File: src/rtl/fnn_layer_sequencer.sv
// ============================================================================
// fnn_layer_sequencer : per-frame layer sequencer with watchdog and result handshake
// Rev 1.0
// ============================================================================
`default_nettype none

module fnn_layer_sequencer #(
  parameter  int NUM_LAYERS = 3,
  parameter  int TIMEOUT    = 4096,
  localparam int LAYER_W    = (NUM_LAYERS > 1) ? $clog2(NUM_LAYERS) : 1
) (
  input  logic               clk,
  input  logic               rst_n,
  input  logic               frame_valid,
  output logic               frame_ready,
  output logic               first,
  output logic               layer_start,
  output logic [LAYER_W-1:0] layer_idx,
  input  logic               layer_done,
  output logic               result_valid,
  input  logic               result_ready,
  output logic               busy,
  output logic               timeout_err,
  output logic [15:0]        frame_count
);

  localparam int WDOG_W = (TIMEOUT > 0) ? $clog2(TIMEOUT + 1) : 1;
  localparam logic [LAYER_W-1:0] LAST_IDX  = LAYER_W'(NUM_LAYERS - 1);
  // Compare against TIMEOUT-1: the counter reads 0 in the first WAIT cycle.
  localparam logic [WDOG_W-1:0]  WDOG_LAST = WDOG_W'((TIMEOUT > 0) ? (TIMEOUT - 1) : 0);

  typedef enum logic [2:0] {
    S_IDLE   = 3'd0,
    S_LOAD   = 3'd1,
    S_START  = 3'd2,
    S_WAIT   = 3'd3,
    S_RESULT = 3'd4
  } state_t;

  state_t               state_q;
  logic                 frame_ready_q;
  logic                 first_q;
  logic                 layer_start_q;
  logic [LAYER_W-1:0]   layer_idx_q;
  logic                 result_valid_q;
  logic                 busy_q;
  logic                 timeout_err_q;
  logic [15:0]          frame_count_q;
  logic [WDOG_W-1:0]    wdog_q;

  always_ff @(posedge clk) begin
    if (!rst_n) begin
      state_q        <= S_IDLE;
      frame_ready_q  <= 1'b1;
      first_q        <= 1'b0;
      layer_start_q  <= 1'b0;
      layer_idx_q    <= '0;
      result_valid_q <= 1'b0;
      busy_q         <= 1'b0;
      timeout_err_q  <= 1'b0;
      frame_count_q  <= '0;
      wdog_q         <= '0;
    end else begin
      first_q       <= 1'b0;
      layer_start_q <= 1'b0;
      case (state_q)
        S_IDLE: begin
          if (frame_valid) begin
            state_q       <= S_LOAD;
            frame_ready_q <= 1'b0;
            busy_q        <= 1'b1;
            timeout_err_q <= 1'b0;
            first_q       <= 1'b1;
            layer_idx_q   <= '0;
          end
        end
        S_LOAD: begin
          state_q       <= S_START;
          layer_start_q <= 1'b1;
        end
        S_START: begin
          state_q <= S_WAIT;
          wdog_q  <= '0;
        end
        S_WAIT: begin
          wdog_q <= wdog_q + 1'b1;
          // A completion on the expiry cycle takes priority over the abort.
          if (layer_done) begin
            if (layer_idx_q == LAST_IDX) begin
              state_q        <= S_RESULT;
              result_valid_q <= 1'b1;
            end else begin
              state_q       <= S_START;
              layer_idx_q   <= layer_idx_q + 1'b1;
              layer_start_q <= 1'b1;
            end
          end else if ((TIMEOUT != 0) && (wdog_q == WDOG_LAST)) begin
            state_q       <= S_IDLE;
            timeout_err_q <= 1'b1;
            frame_ready_q <= 1'b1;
            busy_q        <= 1'b0;
          end
        end
        S_RESULT: begin
          if (result_ready) begin
            state_q        <= S_IDLE;
            result_valid_q <= 1'b0;
            frame_count_q  <= frame_count_q + 16'd1;
            frame_ready_q  <= 1'b1;
            busy_q         <= 1'b0;
          end
        end
        default: begin
          state_q       <= S_IDLE;
          frame_ready_q <= 1'b1;
          busy_q        <= 1'b0;
        end
      endcase
    end
  end

  assign frame_ready  = frame_ready_q;
  assign first        = first_q;
  assign layer_start  = layer_start_q;
  assign layer_idx    = layer_idx_q;
  assign result_valid = result_valid_q;
  assign busy         = busy_q;
  assign timeout_err  = timeout_err_q;
  assign frame_count  = frame_count_q;

endmodule

`default_nettype wire

File: config.mk
export PLATFORM = sky130hd
export DESIGN_NAME = fnn_layer_sequencer
export DESIGN_NICKNAME = d
export VERILOG_FILES = /design/src/rtl/fnn_layer_sequencer.sv
export SDC_FILE = /design/constraint.sdc
export NUM_CORES = 1
export LEC_CHECK = 0
export BUFFER_PORTS_ARGS = -buffer_cell sky130_fd_sc_hd__buf_2
export CAP_MARGIN = 15
export CORE_MARGIN = 4
export CORE_UTILIZATION = 30
export DETAILED_ROUTE_END_ITERATION = 12
export GPL_ROUTABILITY_DRIVEN = 0
export GPL_TIMING_DRIVEN = 1
export HOLD_SLACK_MARGIN = 0.1
export PLACE_DENSITY_LB_ADDON = 0.2
export SYNTH_ARGS = -nofsm -noshare
export SYNTH_HDL_FRONTEND = slang
export SYNTH_SLANG_ARGS = --single-unit
export TNS_END_PERCENT = 20
File: constraint.sdc
create_clock -name clk -period 1.68 [get_ports clk]
set_input_delay 0.168 -clock clk [delete_from_list [all_inputs] [get_ports clk]]
set_output_delay 0.168 -clock clk [all_outputs]
set_load 0.03 [all_outputs]
==> reports/metrics.csv <==
metric,value,unit
die width,88.46,µm
total CTS buffers,5,
leakage,0.9897,nW
outcome,"finished, final reports clean",
Hold Crit Depth,3,
share of layout cells above drive strength 1,0.2610,
Worst-path clk slew,80,ps
Starting Density,0.3076,
main combinational cell family by area after synthesis,simple AND/OR/NAND/NOR gates,
post-synthesis mux area share,0.02577,
Placed Cells,340,
root buffer selected by CTS,clkbuf_8,
number of fill cells in the layout,682,
All-Layer GR Usage,0.1256,
sequential power share,0.504,
Clock Tree Buf Depth,2,
Reg-to-Reg End,frame_count[9]$_SDFFE_PN0P_,
initial DRC count,113,
hold endpoint,first$_SDFF_PN0_,
top post-synthesis cells by area,"dfxtp_1, nor2_1, a21oi_1",
"flops & latches, synth",40,
worst-skew pair later-pin latency,290,ps
DR WL met3,196,µm
Comb power frac,0.096,
"Avg Cell Area, Syn",8.708,µm²
area share of the largest cell type after synthesis,0.4124,
Main synth FF type,dfxtp_1,
Post-synth EDFFs,0,
startpoint types,flop,
GR Overflow Total,0,
syn nets,231,
Vias,1798,
CP Capture Type,flop,
WP data arrival,1800,ps
Fin. Hold Viols,0,
Mapped Area,0.001942,mm²
Core ar.,0.006314,mm²
first-pass GRT wire length,7.762,mm
# hold bufs at CTS,0,
Sequential cell area,805.8,µm²
Pre-Repair DR Iteration Count,4,
f_max,638.5,MHz
synth cell count leaders,"dfxtp_1, nor2_1, nand2_1",
Antenna Violating Nets Remaining,0,
MaxCap Viol Count,0,
Synth Area in XOR/XNOR,0.04059,
largest net degree at the start of global routing,24,
setup TNS,0,ps
combined area of the multi-input logic cells,0.001096,mm²
ANT cells,0,
row cnt,29,
period utilization,0.9322,
clock period minus final worst setup slack,1566,ps
post-detail-place hpwl,3.397,mm
Pwr Density,791.3,mW/mm²
Clock power frac,0.401,
Least-Margin Pin Slew,369.4,ps
Routed WL,4.591,mm
drt drc,0,
worst-path maximum fanout,9,
hold path startpoint,frame_valid,
critical path class,reg -> reg,
reg2reg path depth,5,
Finished Layout Cells,349,
simple-gate portion of the synthesized area,0.3164,
average wire per cell in the routed design,13.15,µm
largest area contributor in the synthesized netlist,dfxtp_1,
total clock sinks,40,
Internal,1.481,mW
port bufs,28,
Hold Path Class,in -> reg,
ys async rst share,0,
vias per cell,5.152,
maximum VDD drop,0.0003862,V
io pins,29,
most common cell in the netlist,dfxtp_1,
die area,0.007824,mm²
relative slew slack,0.7517,
Final setup viols,0,
top layer in use,met4,
synth-to-layout area growth,26.61,%
RSZ-0062 raised after global routing,no,
Slew Limit Fails,0,
worst clock skew,3.037,ps
Cell variety after synth,50,
final net count,279,
reg-to-reg startpoint,state_q[1]$_SDFFE_PN0P_,
post-synthesis compound-gate area fraction,0.1540,
Cells after Synth,223,
WP data required,1910,ps
vias in the first global route,1612,
detailed-routed wire length on met2,2.026,mm
Metal-1 WL,2.297,mm
switching power,464.7,µW
sequential fraction of the synthesis area,0.4124,
CTS H-tree depth,2,
Hold WS,168.7,ps
YS warnings,0,
switching portion of total power,0.2389,
CTS tree,done,
post-synthesis adder-cell area fraction,0.01933,
die height,88.46,µm
reg2reg setup slack,110,ps
initial antenna violation count,0,
==> power groups by stage <==
stage,Sequential (mW),Clock [mW],Combinational (mW)
2_1_floorplan,1.02,0,0.0911
3_3_place_gp,1.00,0,0.185
3_5_place_dp,1.00,0,0.184
4_1_cts,0.978,0.813,0.184
5_1_grt,0.983,0.855,0.207
6_report,0.980,0.780,0.186
==> worst max-delay path, stage by stage (launching register included) <==
cell and delay, ps:
dfxtp_2 360, nand4bb_1 250, buf_12 190, or2_1 270, or3_1 310, a21oi_1 140
==> worst max-delay path by stage <==
stage | from | end | slack (ps) | depth (start not counted)
6_report | state_q[1]$_SDFFE_PN0P_ | frame_count[9]$_SDFFE_PN0P_ | 110 | 5
3_3_place_gp | state_q[1]$_SDFFE_PN0P_ | frame_count[14]$_SDFFE_PN0P_ | 80 | 5
2_1_floorplan | frame_count[1]$_SDFFE_PN0P_ | frame_count[14]$_SDFFE_PN0P_ | 10 | 5
5_1_grt | state_q[1]$_SDFFE_PN0P_ | frame_count[9]$_SDFFE_PN0P_ | 10 | 5
4_1_cts | state_q[1]$_SDFFE_PN0P_ | frame_count[14]$_SDFFE_PN0P_ | 60 | 5
3_5_place_dp | state_q[1]$_SDFFE_PN0P_ | frame_count[14]$_SDFFE_PN0P_ | 60 | 5
==> routing by layer <==
layer / up-vias / GRT usage
met3: 5 / 0.03073
met2: 22 / 0.1910
li1: 923 / -
met4: 0 / 0.04121
met1: 848 / 0.1742
met5: - / 0
==> logic make-up (layout without fill, tap and decap cells) <==
logic type | count (synthesis) | count (layout)
compound gates | 46 | 46
xor+xnor | 9 | 9
fa+ha+maj | 3 | 3
buf+inv | 14 | 63
flops | 40 | 40
mux | 5 | 5
simple gates | 106 | 106
==> timing repair <==
| item | CTS | global route |
|---|---|---|
| setup endpoints to repair | 0 | 10 |
| resized for setup | 0 | 6 |
| buffers inserted | 0 | 1 |
==> placed cells by master, fill, tap and decap left out, drive strengths merged, types with 4 or more instances in the layout <==
master,Yosys,final
or4,5,5
dfxtp,40,40
nand3,11,11
a21oi,15,15
buf,5,51
clkbuf,5,6
nand4,9,9
o31ai,4,4
xnor2,6,6
mux2i,5,5
nand3b,5,5
nor3,8,8
nor4,5,5
nand2,16,16
nor2,27,27
o21ai,7,7
inv,4,4
==> layout make-up <==
class,instances,share of cell area
inverters,4,0.006107
multi-input cells,169,0.4458
repair buffers,51,0.1374
clock buffers,6,0.02952
well taps,77,0.03919
clock inverters,2,0.01425
flip-flops and latches,40,0.3277
==> sequential cells by signal, indices dropped and copies added (netlist names), 2 cells and up <==
register and cells:
frame_count 16, layer_idx 2, state_q 3, wdog_q 13
==> per-stage QoR <==
step / cell area (µm²) / setup slack, ps / power (mW) / utilization
2_1_floorplan: 1943 / 10.78 / 1.110 / -
3_3_place_gp: 2323 / 81.62 / 1.184 / 0.3680
4_1_cts: 2431 / 60.49 / 1.976 / 0.3851
6_report: 2459 / 113.9 / 1.945 / 0.3894
3_5_place_dp: 2323 / 62.89 / 1.184 / 0.3680
5_1_grt: 2459 / 10.61 / 2.045 / 0.3894
Note: power is estimated with default switching activity, not from simulation.
